--- src/rtl/flt2fix_batch_ctrl.sv ---
// flt2fix_batch_ctrl
// Batch sequencer that walks Count half-precision floats in byte-wide data
// memory, hands each one to a shared float-to-fixed converter over a
// req/ack handshake and writes the 8.8 result back as a byte pair.
// Every output is a flop loaded from the state being entered, so the
// address and strobes are already valid in the first cycle of each state.
module flt2fix_batch_ctrl #(
  parameter int unsigned ADDR_W  = 8,
  parameter int unsigned CNT_W   = 8,
  parameter int unsigned TIMEOUT = 64
) (
  input  logic              Clk,
  input  logic              Reset,
  input  logic              Start,
  input  logic [ADDR_W-1:0] SrcBase,
  input  logic [ADDR_W-1:0] DstBase,
  input  logic [CNT_W-1:0]  Count,
  output logic              Return,
  output logic              Busy,
  output logic              Err,
  output logic [ADDR_W-1:0] MemAddr,
  input  logic [7:0]        MemRdData,
  output logic              MemWrEn,
  output logic [7:0]        MemWrData,
  output logic              CvtReq,
  output logic [15:0]       CvtFlt,
  input  logic              CvtAck,
  input  logic [15:0]       CvtFix
);

  localparam int unsigned       TO_W     = $clog2(TIMEOUT + 1);
  localparam logic [TO_W-1:0]   TO_LAST  = TO_W'(TIMEOUT - 1);
  localparam logic [TO_W-1:0]   TO_ONE   = TO_W'(1);
  localparam logic [ADDR_W-1:0] ADDR_ONE = ADDR_W'(1);
  localparam logic [ADDR_W-1:0] ADDR_TWO = ADDR_W'(2);
  localparam logic [CNT_W-1:0]  CNT_ONE  = CNT_W'(1);
  localparam logic [CNT_W-1:0]  CNT_ZERO = {CNT_W{1'b0}};
  localparam logic [15:0]       TRAP_FIX = 16'h8000;

  typedef enum logic [2:0] {
    S_IDLE  = 3'd0,
    S_RD_LO = 3'd1,
    S_RD_HI = 3'd2,
    S_REQ   = 3'd3,
    S_WAIT  = 3'd4,
    S_WR_LO = 3'd5,
    S_WR_HI = 3'd6,
    S_DONE  = 3'd7
  } state_e;

  state_e state_q, state_d;

  // Datapath registers: running element pointers, element index, timeout
  // counter, converter operand and result.
  logic [ADDR_W-1:0] src_ptr_q, src_ptr_d;
  logic [ADDR_W-1:0] dst_ptr_q, dst_ptr_d;
  logic [CNT_W-1:0]  cnt_q, cnt_d;
  logic [CNT_W-1:0]  idx_q, idx_d;
  logic [TO_W-1:0]   to_cnt_q, to_cnt_d;
  logic [15:0]       res_q, res_d;
  logic [15:0]       flt_q, flt_d;
  logic              err_q, err_d;

  // Output registers.
  logic              ret_q, ret_d;
  logic              busy_q, busy_d;
  logic [ADDR_W-1:0] addr_q, addr_d;
  logic              wr_en_q, wr_en_d;
  logic [7:0]        wr_data_q, wr_data_d;
  logic              req_q, req_d;

  logic [CNT_W-1:0]  idx_inc;
  logic              start_ok;
  logic              to_hit;

  assign idx_inc  = idx_q + CNT_ONE;
  assign start_ok = Start && ((state_q == S_IDLE) || (state_q == S_DONE));
  assign to_hit   = (to_cnt_q == TO_LAST);

  // State register.
  always_ff @(posedge Clk or negedge Reset) begin
    if (!Reset) begin
      state_q <= S_IDLE;
    end else begin
      state_q <= state_d;
    end
  end

  // Next-state logic: Start is only honoured in IDLE/DONE, ack only in WAIT.
  always_comb begin
    state_d = state_q;
    case (state_q)
      S_IDLE, S_DONE: begin
        if (start_ok) begin
          state_d = (Count == CNT_ZERO) ? S_DONE : S_RD_LO;
        end else begin
          state_d = state_q;
        end
      end
      S_RD_LO: state_d = S_RD_HI;
      S_RD_HI: state_d = S_REQ;
      S_REQ:   state_d = S_WAIT;
      S_WAIT: begin
        if (CvtAck || to_hit) begin
          state_d = S_WR_LO;
        end else begin
          state_d = S_WAIT;
        end
      end
      S_WR_LO: state_d = S_WR_HI;
      S_WR_HI: begin
        if (idx_inc == cnt_q) begin
          state_d = S_DONE;
        end else begin
          state_d = S_RD_LO;
        end
      end
      default: state_d = S_IDLE;
    endcase
  end

  // Datapath next values: capture on start, assemble the operand, run the
  // timeout counter and advance both pointers by one element after WR_HI.
  always_comb begin
    src_ptr_d = src_ptr_q;
    dst_ptr_d = dst_ptr_q;
    cnt_d     = cnt_q;
    idx_d     = idx_q;
    to_cnt_d  = to_cnt_q;
    res_d     = res_q;
    flt_d     = flt_q;
    err_d     = err_q;
    case (state_q)
      S_IDLE, S_DONE: begin
        if (start_ok) begin
          src_ptr_d = SrcBase;
          dst_ptr_d = DstBase;
          cnt_d     = Count;
          idx_d     = CNT_ZERO;
          err_d     = 1'b0;
        end else begin
          err_d     = err_q;
        end
      end
      S_RD_LO: flt_d[7:0]  = MemRdData;
      S_RD_HI: flt_d[15:8] = MemRdData;
      S_REQ:   to_cnt_d    = {TO_W{1'b0}};
      S_WAIT: begin
        if (CvtAck) begin
          res_d = CvtFix;
        end else if (to_hit) begin
          res_d = TRAP_FIX;
          err_d = 1'b1;
        end else begin
          to_cnt_d = to_cnt_q + TO_ONE;
        end
      end
      S_WR_HI: begin
        idx_d     = idx_inc;
        src_ptr_d = src_ptr_q + ADDR_TWO;
        dst_ptr_d = dst_ptr_q + ADDR_TWO;
      end
      default: begin
        res_d = res_q;
      end
    endcase
  end

  // Output next values, decoded from the state being entered so the
  // registered outputs line up with that state's cycle.
  always_comb begin
    ret_d     = (state_d == S_DONE);
    busy_d    = (state_d != S_IDLE) && (state_d != S_DONE);
    addr_d    = addr_q;
    wr_en_d   = 1'b0;
    wr_data_d = wr_data_q;
    req_d     = 1'b0;
    case (state_d)
      S_RD_LO: addr_d = src_ptr_d;
      S_RD_HI: addr_d = src_ptr_d + ADDR_ONE;
      S_REQ:   req_d  = 1'b1;
      S_WR_LO: begin
        addr_d    = dst_ptr_d;
        wr_en_d   = 1'b1;
        wr_data_d = res_d[7:0];
      end
      S_WR_HI: begin
        addr_d    = dst_ptr_d + ADDR_ONE;
        wr_en_d   = 1'b1;
        wr_data_d = res_d[15:8];
      end
      default: begin
        addr_d = addr_q;
      end
    endcase
  end

  // Datapath and output registers; reset clears every output immediately.
  always_ff @(posedge Clk or negedge Reset) begin
    if (!Reset) begin
      src_ptr_q <= {ADDR_W{1'b0}};
      dst_ptr_q <= {ADDR_W{1'b0}};
      cnt_q     <= CNT_ZERO;
      idx_q     <= CNT_ZERO;
      to_cnt_q  <= {TO_W{1'b0}};
      res_q     <= 16'h0000;
      flt_q     <= 16'h0000;
      err_q     <= 1'b0;
      ret_q     <= 1'b0;
      busy_q    <= 1'b0;
      addr_q    <= {ADDR_W{1'b0}};
      wr_en_q   <= 1'b0;
      wr_data_q <= 8'h00;
      req_q     <= 1'b0;
    end else begin
      src_ptr_q <= src_ptr_d;
      dst_ptr_q <= dst_ptr_d;
      cnt_q     <= cnt_d;
      idx_q     <= idx_d;
      to_cnt_q  <= to_cnt_d;
      res_q     <= res_d;
      flt_q     <= flt_d;
      err_q     <= err_d;
      ret_q     <= ret_d;
      busy_q    <= busy_d;
      addr_q    <= addr_d;
      wr_en_q   <= wr_en_d;
      wr_data_q <= wr_data_d;
      req_q     <= req_d;
    end
  end

  assign Return    = ret_q;
  assign Busy      = busy_q;
  assign Err       = err_q;
  assign MemAddr   = addr_q;
  assign MemWrEn   = wr_en_q;
  assign MemWrData = wr_data_q;
  assign CvtReq    = req_q;
  assign CvtFlt    = flt_q;

endmodule

--- config.mk ---
export PLATFORM = sky130hd
export DESIGN_NAME = flt2fix_batch_ctrl
export DESIGN_NICKNAME = d
export VERILOG_FILES = /design/src/rtl/flt2fix_batch_ctrl.sv
export SDC_FILE = /design/constraint.sdc
export NUM_CORES = 1
export LEC_CHECK = 0
export BUFFER_PORTS_ARGS = -buffer_cell sky130_fd_sc_hd__buf_2
export CAP_MARGIN = 20
export CELL_PAD_IN_SITES_DETAIL_PLACEMENT = 0
export CELL_PAD_IN_SITES_GLOBAL_PLACEMENT = 1
export CORE_ASPECT_RATIO = 2
export CORE_UTILIZATION = 40
export CTS_BUF_LIST = sky130_fd_sc_hd__clkbuf_4 sky130_fd_sc_hd__clkbuf_8 sky130_fd_sc_hd__clkbuf_16
export CTS_CLUSTER_SIZE = 24
export DETAILED_ROUTE_END_ITERATION = 10
export GPL_TIMING_DRIVEN = 0
export PLACE_DENSITY_LB_ADDON = 0.2
export SKIP_LAST_GASP = 1
export SYNTH_ARGS = -nofsm -noshare
export SYNTH_HDL_FRONTEND = slang
export SYNTH_SLANG_ARGS = --single-unit
--- constraint.sdc ---
create_clock -name Clk -period 4.35 [get_ports Clk]
set_clock_uncertainty 0.2 [all_clocks]
set_input_delay 1.0875 -clock Clk [delete_from_list [all_inputs] [get_ports Clk]]
set_output_delay 1.0875 -clock Clk [all_outputs]
set_load 0.02 [all_outputs]
==> summary.txt, run 1 <==
Status
  • Status: finished clean

Clock network
  • Clk pin slew, worst setup/hold paths: 0.07 ns
  • Clock buffer depth: 2
  • Root Buffer: clkbuf_16
  • CTS Buf Count: 9
  • Sink Count: 95
  • Clk_lat worst skew: 0.35 ns
  • CTS tree: yes
  • H-tree depth: 3
  • CTS Hold Buffers Added: 0

Final layout
  • Net count, final: roughly 650
  • Area growth, synth to finish: 20.9%
  • Share of cells above drive strength 1: between 30 and 40%
  • Antenna fix cells: 0

Placed design
  • GP Congestion: 0.826
  • Dpl hpwl: 10200 um
  • PortBufs: 88

Synthesis
  • Largest family of logic cells by synthesized area: simple AND/OR/NAND/NOR gates
  • Yosys cell types: 73
  • Multiplexer share of the synthesized area: 9.50%
  • Mapped Area: slightly above 5000 um2
  • Synthesized-area fraction occupied by and/or/nand/nor cells: 17.7%
  • Xor and xnor area share after synthesis: under 10%
  • Ys async rst share: between 90% and 100%
  • Yosys warns: 0
  • Post-synthesis sequential area ratio: between 40% and 50%
  • Synth Flop Type: dfrtp_1
  • Seq cells post-synth: 95
  • Post-synth EDFFs: 0
  • Synthesized area per cell: 10.5 um2
  • Post-Synth Adder-Cell Area: between 2 and 2.5%
  • Post-synthesis compound-gate area fraction: 16.3%
  • Syn nets: 548
  • Post-Synthesis Cells: a little under 500

Drt
  • Avg Vias per Cell: 5.57
  • DRC Markers: 0
  • Initial DRC Count: between 150 and 200
  • Vias after detailed routing: 4164
  • Routed len/inst: 18.0 um
  • DRT Pass-1 Iters: 4
  • Total Wirelength: 13400 um
  • ANT nets after route: 0

Die
  • DIE WIDTH: 82.0 um
  • Starting Density: 40.8%
  • Die area: 13300 um2
  • DIE HEIGHT: 162 um
  • Core area: 12600 um2
  • Ports: a little under 90
  • Rows: 58

Timing
  • Highest clock rate: 0.243 GHz
  • Period minus WS final: 4.12 ns
  • Slew HR: 58.0%
  • Fin. Hold Viols: 0
  • Final setup violation count: 0
  • Fin crit share: between 90% and 100%
  • Setup_tns: 0 ns
  • Least-Margin Pin Slew: 0.628 ns
  • Final Max Tran Viols: 0

Setup path
  • Crit-path max cell delay: between 0.4 and 0.5 ns
  • Slowest cell on the critical path: dfrtp_2
  • CP arrival: approximately 4.2 ns
  • Setup CP Type: reg -> reg
  • Critical-path maximum fanout: 10
  • Crit path capture type: register
  • Worst Path Buf+Inv: 2
  • Critical Path Start Type: register
  • Critical Path RT: about 4.4 ns
  • Top delay family on crit path: compound AO/OA/AOI/OAI gates
  • Crit path cell chain: ha_1 -> xor2_1 -> a2111oi_4 -> o211ai_1 -> a2111oi_2 -> o21a_2 -> ha_2 -> nand3_4 -> buf_8 -> buf_6 -> mux2_2 -> ha_4 -> nand2_1 -> nor3b_2 -> xnor2_1 -> mux2i_1 -> o32ai_2

Min path
  • HP Class: reg -> reg

GRT
  • Largest net degree at the start of global routing: 61
  • Vias in the first global route: 4435
  • First-pass GRT wire length: 22000 um
  • Global route overflow: 0
  • GRT Total Usage: between 20% and 30%
  • Initial antenna violation count: 0

Power and ir drop
  • Sw frac: between 40% and 50%
  • Peak supply drop: ~0.00042 V
  • Switching power: 2.33 mW
  • Combinational fraction of design power: 56.2%
  • Tot Pwr: 5.37 mW
  • Pwr Density: between 800 and 900 nW/um2
  • P_int: just over 3 mW
  • Seq pwr share: 28.2%
  • Clk network pwr share: 15.6%
  • Lkg Pwr: 2.96 nW

Run
  • Max-cap violations: 0
kinds of logic (layout without fill, tap and decap cells):
kind of cell	Yosys count	count (layout)
AOI/OAI and AO/OA	110	110
xor gates and xnor gates	20	20
adders and majority gates	10	10
buffers and inverters	41	152
DFF	95	95
muxes	41	41
and+or+nand+nor	169	169
registers in the layout, indices dropped and copies added, names as in the netlist, 8 cells and up:
signal / flops
cnt_q: 8
CvtFlt: 16
MemWrData: 8
dst_ptr_q: 8
src_ptr_q: 8
MemAddr: 8
idx_q: 8
res_q: 16
layer usage:
layer / share of wire (%) / track usage, % / vias up
met2: 55 / 39.3 / 111
met5: 0 / 0 / -
met1: 38 / 24.5 / 2038
met4: 3.9 / 12.3 / 0
li1: - / - / 1983
met3: 3.5 / 3.26 / 32
stage by stage:
stage	cells	instance area, um2	util, %	setup slack (ns)	hold slack [ns]
6_report	747	6200	49.4	0.228	0.276
5_1_grt	747	6200	49.4	-0.00148	0.315
4_1_cts	741	6110	48.7	0.0355	0.285
3_5_place_dp	726	5790	46.1	-0.580	0.268
3_3_place_gp	724	5750	45.8	-0.556	0.257
2_1_floorplan	486	5120	-	0.291	0.258
path summary, 6_finish.rpt:
check / start / to / slack, ns / depth (start not counted)
worst max-delay path: idx_q[0]$_DFFE_PN0P_ / MemAddr[6]$_DFFE_PN0P_ / 0.23 / 17
worst min-delay path: Err$_DFFE_PN0P_ / Err$_DFFE_PN0P_ / 0.28 / 1
worst max register to register: idx_q[0]$_DFFE_PN0P_ / MemAddr[6]$_DFFE_PN0P_ / 0.23 / 17
worst min register to register: Err$_DFFE_PN0P_ / Err$_DFFE_PN0P_ / 0.28 / 1
max in group asynchronous: Reset / res_q[10]$_DFF_PN0_ / 2.75 / 2
min in group asynchronous: Reset / to_cnt_q[6]$_DFFE_PN0P_ / 0.51 / 1
synthesized netlist by cell type, types with 4 or more instances:
master | instances | share of area, %
mux2_2 | 28 | 6.2
dfrtp_1 | 95 | 46
buf_2 | 12 | 1.2
buf_6 | 6 | 1.3
clkbuf_1 | 7 | 0.51
a22o_1 | 16 | 2.7
xnor2_1 | 9 | 1.5
o21a_1 | 4 | 0.59
mux2i_1 | 4 | 0.78
and3_1 | 7 | 0.85
inv_1 | 14 | 1.0
nor2_1 | 27 | 2.0
nand3_1 | 21 | 2.1
a21o_1 | 4 | 0.59
xor2_1 | 11 | 1.9
o21ai_0 | 16 | 1.6
mux2_4 | 8 | 2.3
a21oi_1 | 18 | 1.8
nand4_1 | 4 | 0.49
ha_1 | 10 | 2.4
nand2b_1 | 5 | 0.61
and2_1 | 5 | 0.61
nor4_1 | 4 | 0.49
o211ai_1 | 4 | 0.59
a31oi_1 | 10 | 1.2
nand2_1 | 55 | 4.0
nor3_1 | 9 | 0.88
placed cells by master (no fill, tap or decap), types with 4 or more instances in the layout:
master,n
buf_2,99
dfrtp_1,93
nand2_1,55
mux2_2,28
nor2_1,27
nand3_1,21
a21oi_1,18
o21ai_0,16
a22o_1,16
inv_1,14
xor2_1,11
buf_4,10
a31oi_1,10
nor3_1,9
xnor2_1,9
clkbuf_16,9
mux2_4,8
ha_1,8
and3_1,7
clkbuf_1,6
nand2b_1,5
buf_6,5
and2_1,5
nand4_1,4
a21o_1,4
o211ai_1,4
nor4_1,4
mux2i_1,4
inv_6,4
power by group through the flow:
stage          Sequential (mW)  Clock, mW  Combinational, mW
6_report                  1.51      0.835               3.02
5_1_grt                   1.56      0.885               3.30
4_1_cts                   1.51      0.859               2.92
3_3_place_gp              1.51          0               2.81
2_1_floorplan             1.67          0               1.93
3_5_place_dp              1.53          0               2.87
area by class of cell:
| class | instances | area (um2) |
|---|---|---|
| inverter | 14 | 52.6 |
| timing repair buffer | 97 | 531 |
| fill | 1222 | 6360 |
| sequential | 95 | 2380 |
| tap | 150 | 188 |
| clock inverter | 6 | 73.8 |
| buffer | 25 | 161 |
| clock buffer | 10 | 239 |
| multi-input combinational | 350 | 2570 |
worst reg2reg max path: cells and delay by family (launching register included):
family                     cells  cell delay (ns)
xor gates and xnor gates       2             0.32
adders and majority gates      3             0.67
and+or+nand+nor                3             0.42
DFF                            1             0.44
buffers and inverters          2             0.32
muxes                          2             0.35
AOI/OAI and AO/OA              5             1.33
repair_timing:
item / 4_1_cts / 5_1_grt
endpoints found under the setup margin: 3 / 2
pin swaps: 2 / 5
buffers inserted: 1 / 6
resized for setup: 4 / 8
No activity file was read; power rests on OpenSTA's default activity.
==> run 2, diff against run 1 <==
--- a/config.mk
+++ b/config.mk
@@ -12,3 +12,3 @@
 export CORE_ASPECT_RATIO = 2
-export CORE_UTILIZATION = 40
+export CORE_UTILIZATION = 24
 export CTS_BUF_LIST = sky130_fd_sc_hd__clkbuf_4 sky130_fd_sc_hd__clkbuf_8 sky130_fd_sc_hd__clkbuf_16
@@ -17,2 +17,3 @@
 export GPL_TIMING_DRIVEN = 0
+export HOLD_SLACK_MARGIN = 0.15
 export PLACE_DENSITY_LB_ADDON = 0.2
==> constraint.sdc (replaced) <==
create_clock -name Clk -period 4.35 [get_ports Clk]
set_clock_uncertainty 0.2 [all_clocks]
set_input_delay 0.2175 -clock Clk [delete_from_list [all_inputs] [get_ports Clk]]
set_output_delay 0.2175 -clock Clk [all_outputs]
set_load 0.02 [all_outputs]
==> summary.txt, run 2 (synthesized netlist as in run 1, its figures left out) <==
Clock network
  • Clock buffer depth: 2 (unchanged)
  • CTS Buf Count: 9 (unchanged)
  • Clk pin slew, worst setup/hold paths: 0.07 ns (about the same)
  • H-tree depth: 3 (unchanged)
  • CTS tree: yes
  • Sink Count: 95 (unchanged)
  • Clk_lat worst skew: 0.36 ns (about the same)
  • Root Buffer: clkbuf_16

Timing
  • Period minus WS final: 4.00 ns (-0.117 ns)
  • Worst hold margin: 0.151 ns (-0.125 ns)
  • RSZ-0062 raised after global routing: false
  • Least-Margin Pin Slew: 0.692 ns (+0.0636 ns)
  • Final setup violation count: 0 (unchanged)
  • Highest clock rate: 0.250 GHz (+2.9%)
  • Slew HR: 53.5% (-4.6 points)
  • Fin. Hold Viols: 0 (unchanged)
  • Final Max Tran Viols: 0 (unchanged)
  • Setup_tns: 0 ns (unchanged)
  • Fin crit share: 92.1% (-2.7 points)

Power and ir drop
  • Peak supply drop: 0.000335 V (-19%)
  • Sw frac: 44.4% (+1.0 points)
  • Switching power: 2.41 mW (+3.4%)
  • Combinational fraction of design power: 57.9% (+1.7 points)
  • Seq pwr share: 27.9% (-0.3 points)
  • Clk network pwr share: 14.3% (-1.3 points)
  • P_int: 3.02 mW (-0.76%)
  • Pwr Density: 796 nW/um2 (-8.1%)
  • Lkg Pwr: 3.14 nW (+6.2%)

Setup path
  • Worst Setup SP: idx_q[0]$_DFFE_PN0P_
  • Critical Path RT: 4.41 ns (about the same)
  • Critical Path Start Type: register
  • Critical-path maximum fanout: 10 (unchanged)
  • Reg2Reg Setup Slack: 0.35 ns (+0.12 ns)
  • Critical path capture point: MemAddr[6]$_DFFE_PN0P_
  • R2r startpoint: idx_q[0]$_DFFE_PN0P_
  • CP arrival: 4.06 ns (-0.11 ns)
  • Setup CP Type: reg -> reg
  • Path depth of the worst reg2reg path: 17 (unchanged)
  • Crit path capture type: register
  • RR Endpoint: MemAddr[6]$_DFFE_PN0P_

Die
  • Core area: 20900 um2 (+67%)
  • DIE WIDTH: 105 um (+28%)
  • DIE HEIGHT: 209 um (+29%)
  • Ports: 89 (unchanged)
  • Rows: 75 (+29%)
  • Die area: 22000 um2 (+65%)
  • Starting Density: 24.5% (-16 points)

Status
  • Status: finished clean

Drt
  • Total Wirelength: 15500 um (+16%)
  • Vias after detailed routing: 4299 (+3.2%)
  • DRT Pass-1 Iters: 4 (unchanged)
  • DRC Markers: 0 (unchanged)
  • Avg Vias per Cell: 4.70 (-16%)
  • Initial DRC Count: 177 (-9.2%)
  • ANT nets after route: 0 (unchanged)
  • Routed len/inst: 17.0 um (-5.5%)

Placed design
  • GP Congestion: 0.787 (-4.8%)
  • Dpl hpwl: 11700 um (+14%)
  • PortBufs: 88 (unchanged)

GRT
  • GRT Total Usage: 14.8% (-7.4 points)
  • Initial antenna violation count: 0 (unchanged)
  • Largest net degree at the start of global routing: 67 (+9.8%)
  • Global route overflow: 0 (unchanged)
  • Vias in the first global route: 4534 (+2.2%)
  • First-pass GRT wire length: 24600 um (+12%)

Run
  • Max-cap violations: 0 (unchanged)

Final layout
  • Net count, final: 703 (+7.5%)
  • Area growth, synth to finish: 33.0%
  • Share of cells above drive strength 1: 30.4% (-2.1 points)
  • Antenna fix cells: 0 (unchanged)
  • Commonest cells after routing, fill and taps aside: buf_2 (99), dfrtp_1 (93), nand2_1 (54)
  • Most common cell after layout, fill and taps aside: buf_2
  • Fillers: 2158 (+77%)

Min path
  • HP Class: in -> async
run 2: worst min path at each step:
stage	startpoint	endpoint	slack, ns	cells past startpoint
2_1_floorplan	Reset	Busy$_DFF_PN0_	-0.28	0
3_3_place_gp	Count[1]	cnt_q[1]$_DFFE_PN0P_	0.23	3
3_5_place_dp	Reset	idx_q[4]$_DFFE_PN0P_	0.003	1
4_1_cts	Reset	idx_q[4]$_DFFE_PN0P_	0.16	2
5_1_grt	Reset	idx_q[4]$_DFFE_PN0P_	0.19	2
6_report	Reset	cnt_q[5]$_DFFE_PN0P_	0.15	2
run 2: layout make-up:
type                    count  area [um2]  area share (%)
multi-input cells         350        2580            37.9
clock buffers              11         246            3.62
inverters                  14        52.6           0.771
plain buffers              25         169            2.48
repair buffers            146        1020            14.9
well taps                 269         337            4.94
flip-flops and latches     95        2380            34.9
clock inverters             4        30.0           0.441
run 2: repair_timing:
action / CTS / global route
hold buffers: 49 / 0
pin swaps: 2 / 5
setup buffers: 2 / 5
endpoints found under the hold margin: 159 / 0
setup endpoints to repair: 4 / 2
resized for setup: 5 / 12
run 2: metrics by stage:
stage / cell area [um2] / util (%) / std cells / total power [mW] / setup WS, ns
finish: 6820 / 32.6 / 914 / 5.42 / 0.346
detailed placement: 5940 / 28.4 / 845 / 4.48 / -0.365
CTS: 6720 / 32.1 / 909 / 5.35 / 0.0211
global route: 6820 / 32.6 / 914 / 5.83 / 0.0557
global placement: 5900 / 28.2 / 843 / 4.43 / -0.394
floorplan: 5120 / - / 486 / 3.60 / 0.408
run 2: power groups by stage:
stage	Clock, mW	Sequential, mW	Combinational (mW)
after floorplan	0	1.67	1.93
after global placement	0	1.52	2.92
after detailed placement	0	1.53	2.95
after CTS	0.804	1.52	3.03
after global routing	0.821	1.56	3.45
final	0.773	1.51	3.14
run 2: critical path, stage by stage, from the launching register on:
cell,delay (ns)
dfrtp_2,0.45
ha_2,0.30
xor2_1,0.17
a2111oi_4,0.32
o211ai_1,0.20
a2111oi_2,0.32
o21a_2,0.21
ha_2,0.19
nand3_4,0.08
buf_12,0.15
buf_6,0.15
mux2_2,0.26
ha_4,0.17
nand2_2,0.07
nor3b_2,0.21
xnor2_1,0.14
mux2i_1,0.11
o32ai_2,0.21
run 2: routing by layer:
metal / up-vias / GRT usage (%) / wire length, um
li1: 2070 / - / -
met1: 2109 / 14.4 / 5690
met2: 91 / 28.5 / 8700
met3: 29 / 3.12 / 532
met4: 0 / 7.67 / 609
met5: - / 0 / 0
==> run 3, diff against run 2 <==
ABC_AREA = 1   (was not set)
CTS_BUF_LIST = sky130_fd_sc_hd__clkbuf_4 sky130_fd_sc_hd__clkbuf_8   (was sky130_fd_sc_hd__clkbuf_4 sky130_fd_sc_hd__clkbuf_8 sky130_fd_sc_hd__clkbuf_16)
==> summary.txt, run 3 <==
Synthesis
  • Yosys warns: 0 (unchanged)
  • Top cell type's share of synthesized area: 48.2% (+1.9 points)
  • Syn nets: 679 (+24%)
  • Post-synthesis compound-gate area fraction: 12.5% (-3.8 points)
  • Post-Synthesis Cells: 617 (+27%)
  • Synthesized area per cell: 7.99 um2 (-24%)
  • Yosys cell types: 52 (-29%)
  • Synth Flop Type: dfrtp_1
  • Xor and xnor area share after synthesis: 0.356% (-3.1 points)
  • Seq cells post-synth: 95 (unchanged)
  • Count leader, synth: nand2_1
  • Post-synth EDFFs: 0 (unchanged)
  • Synth area leader: dfrtp_1
  • Ys async rst share: 100% (unchanged)
  • Synth cell count leaders: nand2_1 (178), dfrtp_1 (95), inv_1 (58)
  • Largest family of logic cells by synthesized area: simple AND/OR/NAND/NOR gates
  • Post-Synth Adder-Cell Area: 2.54% (+0.098 points)
  • Mapped Area: 4930 um2 (-3.9%)
  • Top cells by area, synth: dfrtp_1 (48%), nand2_1 (14%), nand3_1 (5.0%)
  • Multiplexer share of the synthesized area: 0% (-9.5 points)
  • Synthesized-area fraction occupied by and/or/nand/nor cells: 28.9% (+11 points)
  • Post-synthesis sequential area ratio: 48.2% (+1.9 points)

Clock network
  • Clk_lat worst skew: 0.39 ns (+0.03 ns)
  • H-tree depth: 3 (unchanged)
  • CTS tree: yes
  • Sink Count: 95 (unchanged)
  • Clock buffer depth: 2 (unchanged)
  • Root Buffer: clkbuf_8
  • CTS Buf Count: 9 (unchanged)
  • Setup bufs post-CTS: 0 (-2)
  • Clk pin slew, worst setup/hold paths: 0.10 ns (+0.03 ns)

GRT
  • Vias in the first global route: 4942 (+9.0%)
  • Initial antenna violation count: 0 (unchanged)
  • GRT Total Usage: 15.6% (+0.86 points)
  • Global route overflow: 0 (unchanged)
  • Largest net degree at the start of global routing: 62 (-7.5%)
  • First-pass GRT wire length: 24600 um (about the same)

Drt
  • Max Used Layer: met4
  • DRT Pass-1 Iters: 5 (+1)
  • Met2 Routed Length: 8780 um (+1.0%)
  • Vias after detailed routing: 4719 (+9.8%)
  • Routed len/inst: 14.8 um (-13%)
  • Total Wirelength: 15400 um (-0.66%)
  • WL met3: 479 um (-10%)
  • Initial DRC Count: 179 (+1.1%)
  • DRT met1 WL: 5810 um (+2.1%)
  • DRC Markers: 0 (unchanged)
  • Avg Vias per Cell: 4.52 (-3.9%)
  • ANT nets after route: 0 (unchanged)

Timing
  • RSZ-0062 raised after global routing: false
  • Period minus WS final: 3.80 ns (-0.207 ns)
  • Setup_tns: 0 ns (unchanged)
  • Highest clock rate: 0.263 GHz (+5.4%)
  • Fin. Hold Viols: 0 (unchanged)
  • Least-Margin Pin Slew: 0.648 ns (-0.0438 ns)
  • Fin crit share: 87.3% (-4.8 points)
  • Final Max Tran Viols: 0 (unchanged)
  • Final setup violation count: 0 (unchanged)
  • Slew HR: 56.7% (+3.2 points)

Min path
  • Hold Path Origin: CvtAck
  • HP Class: in -> reg
  • Hold path endpoint: res_q[0]$_DFF_PN0_
  • Worst Hold Depth: 5

Die
  • Starting Density: 24.6% (+0.14 points)
  • DIE WIDTH: 103 um (-1.9%)
  • Rows: 73 (-2.7%)
  • Die area: 21100 um2 (-3.8%)
  • Ports: 89 (unchanged)
  • DIE HEIGHT: 205 um (-1.9%)
  • Core area: 20000 um2 (-4.4%)

Placed design
  • Dpl hpwl: 11800 um (+0.85%)
  • PortBufs: 88 (unchanged)
  • GP Congestion: 0.791 (+0.52%)
  • Cell Count Post-Placement: 968 (+15%)

Setup path
  • Setup CP Type: reg -> reg
  • Reg2Reg Setup Slack: 0.55 ns (+0.21 ns)
  • R2r startpoint: idx_q[0]$_DFFE_PN0P_
  • Path depth of the worst reg2reg path: 22 (+5)
  • Critical-path maximum fanout: 9 (-1)
  • Critical Path RT: 4.46 ns (+0.05 ns)
  • Crit path capture type: register
  • CP arrival: 3.91 ns (-0.15 ns)
  • Critical Path Start Type: register
  • RR Endpoint: MemAddr[6]$_DFFE_PN0P_

Final layout
  • Reg area: 2380 um2 (-0.11%)
  • Commonest cells after routing, fill and taps aside: nand2_1 (178), dfrtp_1 (95), buf_2 (90)
  • Multi-input gate area: 2180 um2 (-15%)
  • Area growth, synth to finish: 33.3%
  • Post-layout util: 32.8% (+0.26 points)
  • Post-route non-filler standard cell count: 1044 (+14%)
  • Most common cell after layout, fill and taps aside: nand2_1
  • Share of cells above drive strength 1: 19.9% (-10 points)
  • Antenna fix cells: 0 (unchanged)
  • Net count, final: 839 (+19%)
  • Fillers: 2140 (-0.83%)

Run
  • Max-cap violations: 0 (unchanged)

Status
  • Status: finished clean

Power and ir drop
  • Tot Pwr: 5.40 mW (-0.34%)
  • Pwr Density: 823 nW/um2 (+3.4%)
  • Peak supply drop: 0.000336 V (+0.13%)
  • Lkg Pwr: 3.15 nW (+0.19%)
==> run 3: worst max-delay path, stage by stage, from the launching register on <==
cell and delay, ns:
dfrtp_1 0.46, ha_1 0.35, xnor2_1 0.14, nand3_1 0.12
nor2_1 0.13, nand3_1 0.08, nor2_1 0.15, nand2_2 0.11
o31ai_1 0.08, o31ai_1 0.14, inv_1 0.16, ha_1 0.37
nand3_4 0.20, nand2_1 0.12, o21ai_2 0.09, inv_2 0.08
ha_1 0.20, nand3_2 0.11, nor2_1 0.14, nand2_1 0.07
nand2_1 0.05, nand2_1 0.04, a21oi_1 0.12
==> run 3: area by class of cell <==
class | count | share of cell area, %
Multi-Input combinational cell | 434 | 33.3
Tap cell | 262 | 4.99
Inverter | 72 | 4.23
Timing Repair Buffer | 150 | 16.5
Clock inverter | 6 | 1.41
Buffer | 15 | 1.33
Sequential cell | 95 | 36.2
Clock buffer | 10 | 2.10
==> run 3: metal layers <==
metal	track usage, %	vias up
met3	2.87	21
met5	0	-
met1	15.3	2246
met4	6.74	0
li1	-	2348
met2	30.6	104
==> run 3: logic make-up after synthesis <==
logic type               count (synthesis)
flip-flops                              95
adder cells (fa/ha/maj)                 10
AO/OA/AOI/OAI                          102
AND/OR/NAND/NOR                        320
XOR/XNOR                                 2
buffers and inverters                   88
==> run 3: worst max path at each step <==
stage / endpoint / slack, ns / depth (start not counted) / start
3_5_place_dp: MemAddr[2]$_DFFE_PN0P_ / -0.01 / 17 / state_q[1]$_DFF_PN0_
6_report: MemAddr[6]$_DFFE_PN0P_ / 0.55 / 22 / idx_q[0]$_DFFE_PN0P_
5_1_grt: MemAddr[6]$_DFFE_PN0P_ / 0.05 / 22 / idx_q[0]$_DFFE_PN0P_
4_1_cts: MemAddr[2]$_DFFE_PN0P_ / 0.22 / 17 / state_q[1]$_DFF_PN0_
3_3_place_gp: MemAddr[2]$_DFFE_PN0P_ / 0.02 / 17 / state_q[1]$_DFF_PN0_
2_1_floorplan: MemAddr[2]$_DFFE_PN0P_ / 1.01 / 17 / state_q[1]$_DFF_PN0_
==> run 3: where the power goes <==
| part | internal, mW | total, mW | switching (mW) | leakage (nW) |
|---|---|---|---|---|
| clock network | 0.343 | 0.687 | 0.344 | 0.109 |
| logic | 1.06 | 3.16 | 2.10 | 1.85 |
| registers | 1.31 | 1.56 | 0.251 | 1.18 |
| total | 2.70 | 5.40 | 2.70 | 3.15 |
==> run 3: what timing repair did <==
item,4_1_cts,5_1_grt
cloned,0,0
hold endpoints to repair,164,0
resized for setup,1,3
hold buffers,61,0
endpoints found under the setup margin,3,4
==> run 3: through the flow <==
| step | instance area [um2] | hold WS (ns) | setup WS, ns |
|---|---|---|---|
| floorplan | 4930 | -0.278 | 1.01 |
| global placement | 5700 | 0.228 | 0.0213 |
| detailed placement | 5730 | 0.0360 | -0.0115 |
| CTS | 6570 | 0.153 | 0.215 |
| global route | 6570 | 0.196 | 0.0501 |
| finish | 6570 | 0.157 | 0.552 |
